## config.mk

```make
export PLATFORM = sky130hd
export DESIGN_NAME = uart_rx_ctrl
export DESIGN_NICKNAME = d
export VERILOG_FILES = /design/src/rtl/uart_rx_ctrl.sv
export SDC_FILE = /design/constraint.sdc
export NUM_CORES = 1
export LEC_CHECK = 0
export ABC_AREA = 0
export BUFFER_PORTS_ARGS = -buffer_cell sky130_fd_sc_hd__buf_2
export CAP_MARGIN = 40
export CORE_UTILIZATION = 45
export DETAILED_ROUTE_END_ITERATION = 12
export GPL_ROUTABILITY_DRIVEN = 0
export PLACE_DENSITY_LB_ADDON = 0.25
export SLEW_MARGIN = 15
export SYNTH_ARGS = -nofsm -noshare
export SYNTH_HDL_FRONTEND = slang
export SYNTH_SLANG_ARGS = --single-unit
```

## constraint.sdc

```tcl
create_clock -name clk -period 5.7 [get_ports clk]
set_input_delay 0.285 -clock clk [delete_from_list [all_inputs] [get_ports clk]]
set_output_delay 0.285 -clock clk [all_outputs]
set_load 0.02 [all_outputs]
```

## src/rtl/uart_rx_ctrl.sv

```systemverilog
// uart_rx_ctrl: receive-side controller for uart_rx.
// Holds the clocks-per-bit register and captures completed bytes into a
// first-word-fall-through FIFO. It also tracks overrun, runs an idle-timeout
// FSM and raises a registered level/timeout/overrun interrupt.
module uart_rx_ctrl #(
  parameter int          DEPTH     = 8,
  parameter logic [15:0] CPB_RESET = 16'd868,
  parameter int          TO_BITS   = 40,
  localparam int         LW        = $clog2(DEPTH) + 1
) (
  input  logic          clk,
  input  logic          rst,
  input  logic          cfg_we,
  input  logic [15:0]   cfg_cpb,
  input  logic          rx_en,
  output logic [15:0]   uart_cpb,
  input  logic [7:0]    rx_data,
  input  logic          rx_done,
  input  logic          rd_en,
  output logic [7:0]    rd_data,
  output logic          rd_valid,
  output logic [LW-1:0] level,
  output logic          full,
  input  logic [LW-1:0] thresh,
  output logic          overrun,
  input  logic          ovr_clr,
  output logic          timeout,
  output logic          irq
);

  localparam int PW = LW - 1;
  localparam int TW = $clog2(TO_BITS + 1);
  localparam logic [TW-1:0] TO_LAST = TW'(TO_BITS - 1);

  localparam logic [1:0] T_IDLE    = 2'd0;
  localparam logic [1:0] T_COUNT   = 2'd1;
  localparam logic [1:0] T_EXPIRED = 2'd2;

  logic [7:0]    mem [DEPTH];
  logic [PW-1:0] wr_ptr;
  logic [PW-1:0] rd_ptr;
  logic [LW-1:0] level_nxt;
  logic          rx_done_q;
  logic          push_req;
  logic          pop_req;
  logic          do_push;
  logic          drop;
  logic          activity;
  logic [1:0]    state;
  logic [15:0]   bit_cnt;
  logic [TW-1:0] tick_cnt;

  // CPB register: values below 16 are rejected, previous value kept
  always_ff @(posedge clk or posedge rst) begin
    if (rst) begin
      uart_cpb <= CPB_RESET;
    end else if (cfg_we && (cfg_cpb >= 16'd16)) begin
      uart_cpb <= cfg_cpb;
    end
  end

  // rx_done edge history; resets high so a level already high is not a push
  always_ff @(posedge clk or posedge rst) begin
    if (rst) begin
      rx_done_q <= 1'b1;
    end else begin
      rx_done_q <= rx_done;
    end
  end

  assign full     = (level == LW'(DEPTH));
  assign rd_valid = (level != '0);
  assign rd_data  = rd_valid ? mem[rd_ptr] : '0;

  // Push/pop qualification; a pop frees the slot a full-FIFO push needs
  always_comb begin
    push_req = rx_en && rx_done && !rx_done_q;
    pop_req  = rd_en && rd_valid;
    do_push  = push_req && (!full || pop_req);
    drop     = push_req && full && !pop_req;
    activity = do_push || pop_req;
    unique case ({do_push, pop_req})
      2'b10:   level_nxt = level + 1'b1;
      2'b01:   level_nxt = level - 1'b1;
      default: level_nxt = level;
    endcase
  end

  // FIFO storage; contents need no reset since level gates visibility
  always_ff @(posedge clk) begin
    if (do_push) begin
      mem[wr_ptr] <= rx_data;
    end
  end

  // Pointers wrap naturally at DEPTH; occupancy held separately
  always_ff @(posedge clk or posedge rst) begin
    if (rst) begin
      wr_ptr <= '0;
      rd_ptr <= '0;
      level  <= '0;
    end else begin
      if (do_push) wr_ptr <= wr_ptr + 1'b1;
      if (pop_req) rd_ptr <= rd_ptr + 1'b1;
      level <= level_nxt;
    end
  end

  // Sticky overrun; a same-cycle set beats the clear
  always_ff @(posedge clk or posedge rst) begin
    if (rst) begin
      overrun <= 1'b0;
    end else if (drop) begin
      overrun <= 1'b1;
    end else if (ovr_clr) begin
      overrun <= 1'b0;
    end
  end

  // Idle-timeout FSM with bit-period prescaler and tick counter
  always_ff @(posedge clk or posedge rst) begin
    if (rst) begin
      state    <= T_IDLE;
      bit_cnt  <= '0;
      tick_cnt <= '0;
      timeout  <= 1'b0;
    end else begin
      unique case (state)
        T_IDLE: begin
          bit_cnt  <= '0;
          tick_cnt <= '0;
          if (level_nxt != '0) state <= T_COUNT;
        end
        T_COUNT: begin
          if (level_nxt == '0) begin
            state    <= T_IDLE;
            bit_cnt  <= '0;
            tick_cnt <= '0;
          end else if (activity) begin
            bit_cnt  <= '0;
            tick_cnt <= '0;
          end else if (bit_cnt >= uart_cpb) begin
            // >= keeps the prescaler sane if uart_cpb shrinks mid-count
            bit_cnt <= '0;
            if (tick_cnt == TO_LAST) begin
              state    <= T_EXPIRED;
              timeout  <= 1'b1;
              tick_cnt <= '0;
            end else begin
              tick_cnt <= tick_cnt + 1'b1;
            end
          end else begin
            bit_cnt <= bit_cnt + 1'b1;
          end
        end
        T_EXPIRED: begin
          bit_cnt  <= '0;
          tick_cnt <= '0;
          if (activity) begin
            timeout <= 1'b0;
            state   <= (level_nxt == '0) ? T_IDLE : T_COUNT;
          end
        end
        default: begin
          state    <= T_IDLE;
          bit_cnt  <= '0;
          tick_cnt <= '0;
          timeout  <= 1'b0;
        end
      endcase
    end
  end

  // Registered interrupt from the already-registered flags
  always_ff @(posedge clk or posedge rst) begin
    if (rst) begin
      irq <= 1'b0;
    end else begin
      irq <= ((thresh != '0) && (level >= thresh)) || timeout || overrun;
    end
  end

endmodule

```

# After elaboration in Yosys (flattened, before gate mapping)
# Memory sizes are Yosys's and may differ from the RTL's.
# Index checks and enable logic that the tools add are counted.
# word_totals
latchBits	0
ramBits	64
input_bits	35
regBits	54
n_memories	1
rom_bits	0
output_inout_bits	33
# mem_list
name	depth	width	read_ports	rd_ports_with_merged_regs	write_ports	line_no	text
mem	8	8	1	0	1	39	logic [7:0] mem [DEPTH];
# classes
muxes	29
addsub	6
n_div	0
magnitude_cmp	3
reduce_logical	23
n_eq_ne	16
n_mul	0
shift	0
n_bitwise	1
# op_table
operator	count
$mux W16	4
$mux W6	5
$add A16 B1 Y16 const B	1
$ge A16 B16 Y1	1
$ge A16 B5 Y1 const B	1
$mux W2	6
$ne A2 B2 Y1 const B	6
$reduce_bool A4 Y1	3
$mux W1	10
$ne A3 B3 Y1 const B	3
$logic_and A1 B1 Y1	8
$mux W8	1
$pmux W4 S2	1
$add A3 B1 Y3 const B	2
$add A6 B1 Y6 const B	1
$eq A6 B6 Y1 const B	1
$pmux W2 S3	1
$reduce_and A6 Y1	1
$reduce_and A5 Y1	1
$add A4 B1 Y4 const B	1
$eq A2 B1 Y1 const B	2
$eq A2 B2 Y1 const B	2
$eq A4 B4 Y1 const B	1
$ge A4 B4 Y1	1
9 further kinds	14

# Longest topological paths before layout
# Gate-level depths: netlist of the first run.
# depth
ltp_word	10
mapped_depth	14

# Least setup slack after synthesis of the first run
# No wires, ideal clock.
# synth_timing
path_type	register -> register
startpoint	register level[1]
endpoint	register bit_cnt[10]
t_required_ps	5578
t_arrival_ps	3038
n_path_buf	4
path_slack_ps	2541
stages_incl_launch_ff	15
path_cell_list	dfrtp_1 > buf_2 > nor3_1 > nand3_1 > nand2_1 > ha_1 > clkbuf_1 > inv_1 > a211oi_1 > o221a_2 > o41ai_2 > or2_1 > buf_6 > buf_12 > nor2_4
# synth_via
elab_chain_len	9
# synth_lines
element	line_no	text
start: declaration	22	output logic [LW-1:0] level,
start signal: assignment	105	level <= level_nxt;
$eq A4 B4 Y1 / $reduce_bool A4 Y1 (equally long branches)	71, 72	
$logic_not A1 Y1 / $logic_and A1 B1 Y1 (equally long branches)	79, 78	
$logic_or A1 B1 Y1	79	do_push = push_req && (!full || pop_req);
$logic_and A1 B1 Y1	79	
$eq A2 B1 Y1 / $eq A2 B2 Y1 (equally long branches)	82	unique case ({do_push, pop_req})
$pmux W4 S2 *	82	
net level_nxt[3]	42	logic [LW-1:0] level_nxt;
$logic_not A4 Y1 *	135	if (level_nxt == '0) begin
$mux W16 *	135	
$mux W16 *	128	unique case (state)
end signal: assignment	153	bit_cnt <= bit_cnt + 1'b1;
end: declaration	50	logic [15:0] bit_cnt;
# Mark *: on every way through the listed nets, which the timed path passes. The rest lies on a longest branch.
# A chain may end at the register's enable or synchronous reset.

# Worst setup path after layout of the first run
# layout_timing
startpoint	register level[2]
endpoint	register bit_cnt[5]
# layout_via
elab_chain_len	9
# layout_lines
element	line_no
$eq A4 B4 Y1 / $reduce_bool A4 Y1 (equally long branches)	71, 72
$logic_not A1 Y1 / $logic_and A1 B1 Y1 (equally long branches)	79, 78
$logic_or A1 B1 Y1	79
$logic_and A1 B1 Y1	79
$eq A2 B1 Y1 / $eq A2 B2 Y1 (equally long branches)	82
$pmux W4 S2	82
$logic_not A4 Y1	135
$mux W16 *	135
$mux W16 *	128
# Mark *: on every way between the ends. The rest lies on a longest branch, timed or not.

==> out/results.ini, run 1 <==
[timing]
slew_viol_final=0
final.setup_skew_ns=0.00843
relSlewSlack_pct=45.3
setup_violations=0
fin_crit_sh_pct=64.1
finalCriticalPeriod_ns=3.66
rsz0062_at_grt=no
worst_pin_slew_ns=0.820
hold_viol_final=0
setup_tns_ns=0
maxClockFrequency_mhz=274

[placed_design]
dpl_cell_area_mm2=0.00617
io_buffers=67
dp_hpwl_um=7810

[setup_path]
cp_data_required_time_ns=5.99
rr_startpoint=level[2]
arrival_ns=3.94
rr_worst_depth=11
worstSetupStartpointType=flip-flop
r2r_slack_ns=2.04
crit_fanout=12
cp-end-kind=flip-flop
path_class=flip-flop to flip-flop
r2r-end=bit_cnt[5]
critPathLaunch=level[2]
crit_end=bit_cnt[5]

[floorplanning]
dieArea_mm2=0.0129
die_w_um=114
coreArea_mm2=0.0121
row_count=40
ioPinCount=68
start_util_pct=46.5
die_h_um=114

[clock_tree]
cts.clk_slew.worst_paths_ns=0.05
cts_made_buffers=17
post_cts_resized=0
htreeDepth=4
root_buffer=clkbuf_16
cts_tree=yes
clkLatencyLatePin_ns=0.41
clock-sinks=118
clockBufferDepth=2

[power_and_ir_drop]
peakVddDrop_uv=197
p_per_area_mw_per_mm2=448
p_leak_nw=2.84
total_power_mw=3.06

[detailed_routing]
postRouteWirelength_um=11100
wl_per_cell_um=15.8
first_iter_violations=249
via_per_inst=5.32
drc=0
num_vias=3750
ant_nets=0
drt-pass1-iter-count=5

[global_route]
grt_start_max_net_pins=55
track_usage_pct=19.0
grt_pass1_vias=3724
grt_pass1_wl_um=18300
antenna_found_initial=1
gr-total-overflow=0

[synth]
post-synth-top-area-fraction_pct=34.2
synth_edf_count=64
async_flop_share_pct=45.8
avgSynthCellArea_um2=12.8
yosysWarnings=0
yosys_register_bits=118
ys_top_cells_by_area=edfxtp_1, dfrtp_1, mux4_2, ha_1, dfstp_2
yosys.area.top_type=edfxtp_1
netlist_area_mm2=0.00561
synth-main-ff-cell=edfxtp_1
synth_cell_types=55
synth.net_count=501
yosysSeqAreaShare_pct=58.5
synth_commonest_cells=edfxtp_1, dfrtp_1, nand2_1, inv_1
synth_most_common_cell=edfxtp_1
syn_inst=440

[layout]
regArea_mm2=0.00328
final_util_pct=56.6
multi_input_area_mm2=0.00213
num-nets-final=585
diodes=0
syn_to_final_growth_pct=21.6
fin_area_mm2=0.00682
fill_cells=1000
drive_above_1_share_pct=28.1

[worst_hold_path]
hp-class=input port to async pin

[outcome]
status=finished clean

[flow_run]
cap_violations=0

[per-stage QoR]
| step | hold WS [ns] | setup WS [ns] | instances |
|---|---|---|---|
| after floorplan | 0.289 | 2.54 | 440 |
| after detailed placement | 0.410 | 2.05 | 671 |
| final | 0.0644 | 2.04 | 705 |
| after CTS | 0.0694 | 2.03 | 704 |
| after global routing | 0.0834 | 1.71 | 705 |
| after global placement | 0.408 | 1.77 | 668 |
[final cells by class]
class | count | share of cell area [%]
clock buffer | 19 | 6.35
multi-input combinational | 277 | 31.3
tap | 168 | 3.08
sequential | 118 | 48.1
clock inverter | 13 | 2.99
inverter | 31 | 1.74
timing repair buffer | 79 | 6.49
[worst max-delay path: stages (launching register included)]
cell and delay, ns:
dfrtp_1 0.48, nor4_4 0.74, nor2_4 0.09, a21oi_1 0.16
a31oi_1 0.06, ha_1 0.25, nor4_1 0.31, a311oi_1 0.11
o41ai_2 0.62, or2_1 0.41, buf_8 0.23, nor2_1 0.07
[timing repair]
item / 4_1_cts / 5_1_grt
hold buffers: 1 / 0
hold endpoints to repair: 1 / 0
setup buffers: 0 / 0
[power breakdown]
group | switching, mW | internal [mW] | total, mW | leakage [nW]
sequential | 0.153 | 0.985 | 1.14 | 1.26
combinational | 0.425 | 0.353 | 0.779 | 1.28
clock | 0.369 | 0.773 | 1.14 | 0.301
[logic make-up (layout without fill, tap and decap cells)]
family,after synthesis,count (layout),share of synthesized area (%)
AOI/OAI and AO/OA,65,65,7.40
xor gates and xnor gates,19,19,2.97
adders and majority gates,26,26,5.80
buffers and inverters,45,142,3.52
DFF,118,118,58.5
muxes,28,28,8.63
and+or+nand+nor,139,139,13.2
[cells in the final DEF, fill, tap and decap left out, types with 4 or more instances in the layout]
cell / count
mux4_2: 16
nor4_1: 7
dfstp_2: 6
nand2_1: 40
clkbuf_16: 17
buf_4: 9
buf_2: 67
bufinv_16: 5
nand3_1: 13
o21ai_0: 24
nor2_4: 8
inv_1: 29
xor2_1: 13
ha_1: 26
nor3_1: 9
nor2_1: 26
edfxtp_1: 64
nand2b_1: 8
xnor2_1: 6
mux2i_1: 9
a21oi_1: 13
a31oi_1: 4
and3_1: 7
dfrtp_1: 48
[worst min-delay path by stage]
stage | start | endpoint | slack, ns | depth (start not counted)
floorplan | rx_done | rx_done_q | 0.29 | 0
global placement | rx_done | rx_done_q | 0.41 | 1
detailed placement | rx_done | rx_done_q | 0.41 | 1
CTS | cfg_cpb[2] | uart_cpb[2] | 0.07 | 3
global route | ovr_clr | overrun | 0.08 | 2
finish | rst | tick_cnt[4] | 0.06 | 3
[routing by layer]
metal / vias to the layer above / wire length, um / track usage [%]
li1: 1784 / - / -
met1: 1865 / 5080 / 24.0
met2: 86 / 5460 / 31.7
met3: 13 / 459 / 5.47
met4: 2 / 121 / 6.32
met5: - / 8 / 0
[registers in the layout (all words and copies together) (netlist names)]
name / cells
tick_cnt: 6
state: 2
wr_ptr: 3
overrun: 1
irq: 1
mem: 64
rd_ptr: 3
uart_cpb: 16
level: 4
bit_cnt: 16
timeout: 1
rx_done_q: 1
Note: power is estimated with default switching activity, not from simulation.
==> run 2, diff against run 1 <==
--- a/config.mk
+++ b/config.mk
@@ -5,7 +5,7 @@
 export SDC_FILE = /design/constraint.sdc
 export NUM_CORES = 1
 export LEC_CHECK = 0
-export ABC_AREA = 0
+export ABC_AREA = 1
 export BUFFER_PORTS_ARGS = -buffer_cell sky130_fd_sc_hd__buf_2
 export CAP_MARGIN = 40
 export CORE_UTILIZATION = 45
==> constraint.sdc (replaced) <==
create_clock -name clk -period 3.6 [get_ports clk]
set_input_delay 0.18 -clock clk [delete_from_list [all_inputs] [get_ports clk]]
set_output_delay 0.18 -clock clk [all_outputs]
set_load 0.02 [all_outputs]
==> out/results.ini, run 2 <==
[placed_design]
io_buffers=67
dp_hpwl_um=8730
dp.cells=807
dpl_cell_area_mm2=0.00626

[clock_tree]
clock-sinks=118
clockBufferDepth=2
htreeDepth=4
cts_made_buffers=17
post_cts_buffers=0
cts_tree=yes
clkLatencyLatePin_ns=0.41
hold_buffers=9
root_buffer=clkbuf_16
cts.clk_slew.worst_paths_ns=0.05
post_cts_resized=0

[floorplanning]
start_util_pct=47.0
row_count=40
ioPinCount=68
dieArea_mm2=0.0132
die_w_um=115
coreArea_mm2=0.0122
die_h_um=115

[layout]
fill_cells=1062
diodes=0
syn_to_final_growth_pct=22.4
multi_input_area_mm2=0.00213
drive_above_1_share_pct=19.6
reg.largest.list=mem (64), bit_cnt (16), uart_cpb (16)
final_cell_mix=nor2_1, inv_1, nand2_1
layout_commonest_cell=nor2_1
num-nets-final=730
regArea_mm2=0.00328
largest_reg_flops=64
fin_area_mm2=0.00703
regMostFlops=mem
final_cells=850

[detailed_routing]
first_iter_violations=304
num_vias=4301
drt-pass1-iter-count=4
drc=0
postRouteWirelength_um=12600
via_per_inst=5.06
ant_nets=0
wl_per_cell_um=14.8

[setup_path]
cp_data_required_time_ns=3.90
crit_fanout=13
slowest_stage=dfrtp_1
arrival_ns=3.27
cp-end-kind=flip-flop
path_cells=nor2_2 > nand2_2 > nand2_1 > nand2_1 > nand2_1 > ha_1 > nor2_1 > a21oi_1 > inv_1 > or2_2 > a21oi_4 > nand2_4 > nand2_4 > nor2_1 > nand2_1 > nor2_1
critPathMostFrequentCell=nand2_1
path_class=flip-flop to flip-flop
worstSetupStartpointType=flip-flop
slowest_delay_ns=0.49

[flow_run]
cap_violations=0

[global_route]
antenna_found_initial=0
track_usage_pct=20.3
grt_start_max_net_pins=34
grt_pass1_wl_um=20300
gr-total-overflow=0
grt_pass1_vias=4267

[timing]
finalCriticalPeriod_ns=2.97
setup_tns_ns=0
relSlewSlack_pct=45.9
setup_violations=0
slew_viol_final=0
worst_pin_slew_ns=0.808
hold_viol_final=0
maxClockFrequency_mhz=337
rsz0062_at_grt=no
final.setup_skew_ns=0.00621
fin_crit_sh_pct=82.5

[power_and_ir_drop]
p_per_area_mw_per_mm2=733
p_leak_nw=2.99
peakVddDrop_uv=286

[synth]
ys_top_cells_by_area=edfxtp_1, dfrtp_1, nor2_1, ha_1, inv_1
avgSynthCellArea_um2=9.85
post-synth-top-area-fraction_pct=33.5
synth_edf_count=64
yosysSeqAreaShare_pct=57.1
synth_xor_area_share_pct=2.29
yosys.area.top_type=edfxtp_1
synthAdderAreaFrac_pct=5.67
async_flop_share_pct=45.8
netlist_area_mm2=0.00574
synth_most_common_cell=nor2_1
synth.mux.area_fraction_pct=0.196
yosysWarnings=0
synth_simple_gate_area_share_pct=18.7
synth-main-ff-cell=edfxtp_1
synth_cell_types=40
synth_compound_area_share_pct=10.2
synth.net_count=644
synth_commonest_cells=nor2_1, inv_1, nand2_1, edfxtp_1, dfrtp_1
syn_inst=583
yosys_register_bits=118
synth_top_family_by_area=simple AND/OR/NAND/NOR gates

[outcome]
status=finished clean

[worst_hold_path]
hp-class=input port to flip-flop

## run 2: cell count changes in the layout (fill, tap and decap cells not counted), moves of 16 or more
cell / previous run / this run
mux4_2: 16 / 0
inv_1: 29 / 68
nand2_1: 40 / 68
nor2_1: 26 / 106
a21oi_1: 13 / 29
o21ai_0: 24 / 42
## run 2: worst paths after layout
| check | to | slack [ns] | cells past startpoint | start |
|---|---|---|---|---|
| max | bit_cnt[7] | 0.63 | 16 | level[1] |
| min | uart_cpb[1] | 0.02 | 3 | cfg_cpb[1] |
| max reg2reg | bit_cnt[7] | 0.63 | 16 | level[1] |
| min reg2reg | uart_cpb[6] | 0.50 | 2 | uart_cpb[6] |
| max in group asynchronous | uart_cpb[6] | 2.40 | 4 | rst |
| min in group asynchronous | tick_cnt[0] | 0.37 | 3 | rst |
## run 2: cells by family after synthesis
logic type | count (synthesis)
multiplexers | 1
flip-flops | 118
XOR/XNOR | 15
AO/OA/AOI/OAI | 102
buffers and inverters | 85
AND/OR/NAND/NOR | 236
adder cells (fa/ha/maj) | 26
## run 2: area by class of cell
class | count | share of cell area, %
flip-flops and latches | 118 | 46.7
multi-input cells | 380 | 30.3
repair buffers | 83 | 7.01
clock buffers | 22 | 6.46
inverters | 69 | 3.69
well taps | 168 | 2.99
clock inverters | 10 | 2.88
## run 2: routing by layer
metal / global-route usage (%) / up-vias / part of all wire, % / wire length (um)
li1: - / 2144 / - / -
met1: 24.9 / 2043 / 43 / 5460
met2: 34.2 / 97 / 51 / 6450
met3: 4.43 / 17 / 3.7 / 470
met4: 9.61 / 0 / 1.6 / 206
met5: 0 / - / 0 / 0
## run 2: worst max-delay path: cells and delay by family (launching register included)
family                   cells  cell delay (ns)
AO/OA/AOI/OAI                2             0.29
adder cells (fa/ha/maj)      1             0.43
buffers and inverters        1             0.07
flip-flops                   1             0.49
AND/OR/NAND/NOR             12             1.57
## run 2: where the power goes
group | total, mW | internal, mW | switching, mW
combinational | 1.60 | 0.526 | 1.08
sequential | 1.67 | 1.56 | 0.105
clock | 1.88 | 1.31 | 0.572
## run 2: per-stage QoR
stage | power (mW) | worst slack [ns] | util [%] | hold slack, ns
finish | 5.15 | 0.631 | 57.6 | 0.0233
global route | 5.44 | 0.306 | 57.6 | 0.0207
global placement | 3.19 | 0.788 | 51.1 | 0.271
floorplan | 2.78 | 0.467 | - | 0.184
detailed placement | 3.26 | 0.703 | 51.2 | 0.273
CTS | 5.19 | 0.621 | 57.4 | 0.00819
==> run 3, diff against run 2 <==
==> constraint.sdc (replaced) <==
create_clock -name clk -period 2.8 [get_ports clk]
set_input_delay 0.14 -clock clk [delete_from_list [all_inputs] [get_ports clk]]
set_output_delay 0.14 -clock clk [all_outputs]
set_load 0.02 [all_outputs]
==> out/results.ini, run 3 (synthesis gave the netlist of run 2 again) <==
[placed_design]
io_buffers=67
dp_hpwl_um=8780
post-place-ws_ns=0.136
dpl_cell_area_mm2=0.00639

[clock_tree]
clockBufferDepth=2
clkLatencyLatePin_ns=0.42
cts_tree=yes
cts_made_buffers=17
root_buffer=clkbuf_16
htreeDepth=4
clock-sinks=118
cts.clk_slew.worst_paths_ns=0.06

[flow_run]
cap_violations=0

[setup_path]
path_class=flip-flop to flip-flop
rr_startpoint=level[2]
crit_fanout=7
worstSetupStartpointType=flip-flop
critPathLaunch=level[2]
arrival_ns=2.86
cp_data_required_time_ns=3.11
rr_worst_depth=14
cp-end-kind=flip-flop
r2r_slack_ns=0.25
r2r-end=state[0]

[timing]
fin_crit_sh_pct=91.0
setup_tns_ns=0
fin_ws_ns=0.252
worst_pin_slew_ns=0.608
fin_worst_hold_slack_ns=0.0165
finalCriticalPeriod_ns=2.55
setup_violations=0
relSlewSlack_pct=59.4
slew_viol_final=0
rsz0062_at_grt=no
hold_viol_final=0
maxClockFrequency_mhz=392
final.setup_skew_ns=0.00724

[detailed_routing]
drc=0
num_vias=4497
ant_nets=0
postRouteWirelength_um=13300
wl_per_cell_um=15.1
first_iter_violations=301
drt-pass1-iter-count=4
via_per_inst=5.11

[power_and_ir_drop]
p_per_area_mw_per_mm2=914
p_leak_nw=3.13
peakVddDrop_uv=344

[floorplanning]
row_count=40
die_h_um=115
ioPinCount=68
dieArea_mm2=0.0132
die_w_um=115
coreArea_mm2=0.0122
start_util_pct=47.0

[worst_hold_path]
hp-class=input port to flip-flop
hold_start=cfg_cpb[12]
whs_path_depth=3
hold_end=uart_cpb[12]

[layout]
regMostFlops=mem
fill_cells=1040
num-nets-final=760
layout_commonest_cell=nor2_1
diodes=0
reg.largest.list=mem (64), bit_cnt (16), uart_cpb (16)
syn_to_final_growth_pct=27.5
largest_reg_flops=64
fin_area_mm2=0.00732
drive_above_1_share_pct=22.1
final_cell_mix=nor2_1, inv_1, nand2_1, buf_2, edfxtp_1

[global_route]
track_usage_pct=22.0
gr-total-overflow=0
antenna_found_initial=0
grt_pass1_wl_um=21900
grt_pass1_vias=4601
grt_start_max_net_pins=34

[outcome]
status=finished clean

run 3: cell count changes in the layout (fill, tap and decap cells not counted), sizes merged:
cell,previous run,this run
bufinv,6,5
clkinvlp,2,3
dlygate4sd3,9,26
inv,69,73
clkbuf,22,18
buf,74,87
run 3: final cells by class:
type	count	area [um2]	area share (%)
flip-flops and latches	118	3280	44.9
multi-input cells	380	2160	29.5
clock buffers	18	429	5.86
repair buffers	113	758	10.4
inverters	69	259	3.54
clock inverters	14	221	3.03
well taps	168	210	2.87
run 3: metal layers:
| layer | part of all wire (%) | vias up | GRT usage [%] |
|---|---|---|---|
| met4 | 2.1 | 0 | 9.96 |
| met1 | 43 | 2165 | 25.2 |
| met2 | 51 | 91 | 39.2 |
| li1 | - | 2215 | - |
| met5 | 0 | - | 0 |
| met3 | 3.5 | 26 | 5.06 |
run 3: worst max-delay path, stage by stage (launching register included):
cell     delay [ns]
dfrtp_2        0.44
nor2_1         0.14
nand2_2        0.11
nand2_2        0.12
nand2_1        0.08
nand2_1        0.13
ha_2           0.34
xor2_1         0.19
or2_2          0.33
a21oi_4        0.15
nand2_4        0.12
nor2_1         0.10
nor2_1         0.05
nand2_1        0.08
nand2_1        0.06
run 3: metrics by stage:
stage	total power [mW]	utilization [%]	cells
floorplan	3.59	-	583
global placement	4.19	52.2	821
detailed placement	4.24	52.3	822
CTS	6.70	59.8	880
global route	7.05	59.9	880
finish	6.69	59.9	880
run 3: worst max-delay path by stage:
stage | slack (ns) | cells after the start | to
after floorplan | 0.07 | 12 | bit_cnt[11]
after global placement | 0.21 | 16 | bit_cnt[7]
after detailed placement | 0.14 | 16 | bit_cnt[7]
after CTS | 0.11 | 16 | bit_cnt[7]
after global routing | 0.03 | 15 | state[0]
final | 0.25 | 14 | state[0]
run 3: power by group:
part | switching (mW) | leakage (nW) | internal (mW) | total, mW
sequential | 0.122 | 1.25 | 2.01 | 2.13
combinational | 1.42 | 1.57 | 0.727 | 2.15
clock | 0.818 | 0.308 | 1.59 | 2.41
total | 2.36 | 3.13 | 4.32 | 6.69
run 3: repair_timing:
action,in CTS,in global routing
hold buffers,26,0
hold endpoints to repair,94,0
buffers inserted,0,0
endpoints found under the setup margin,0,18
resized for setup,0,5
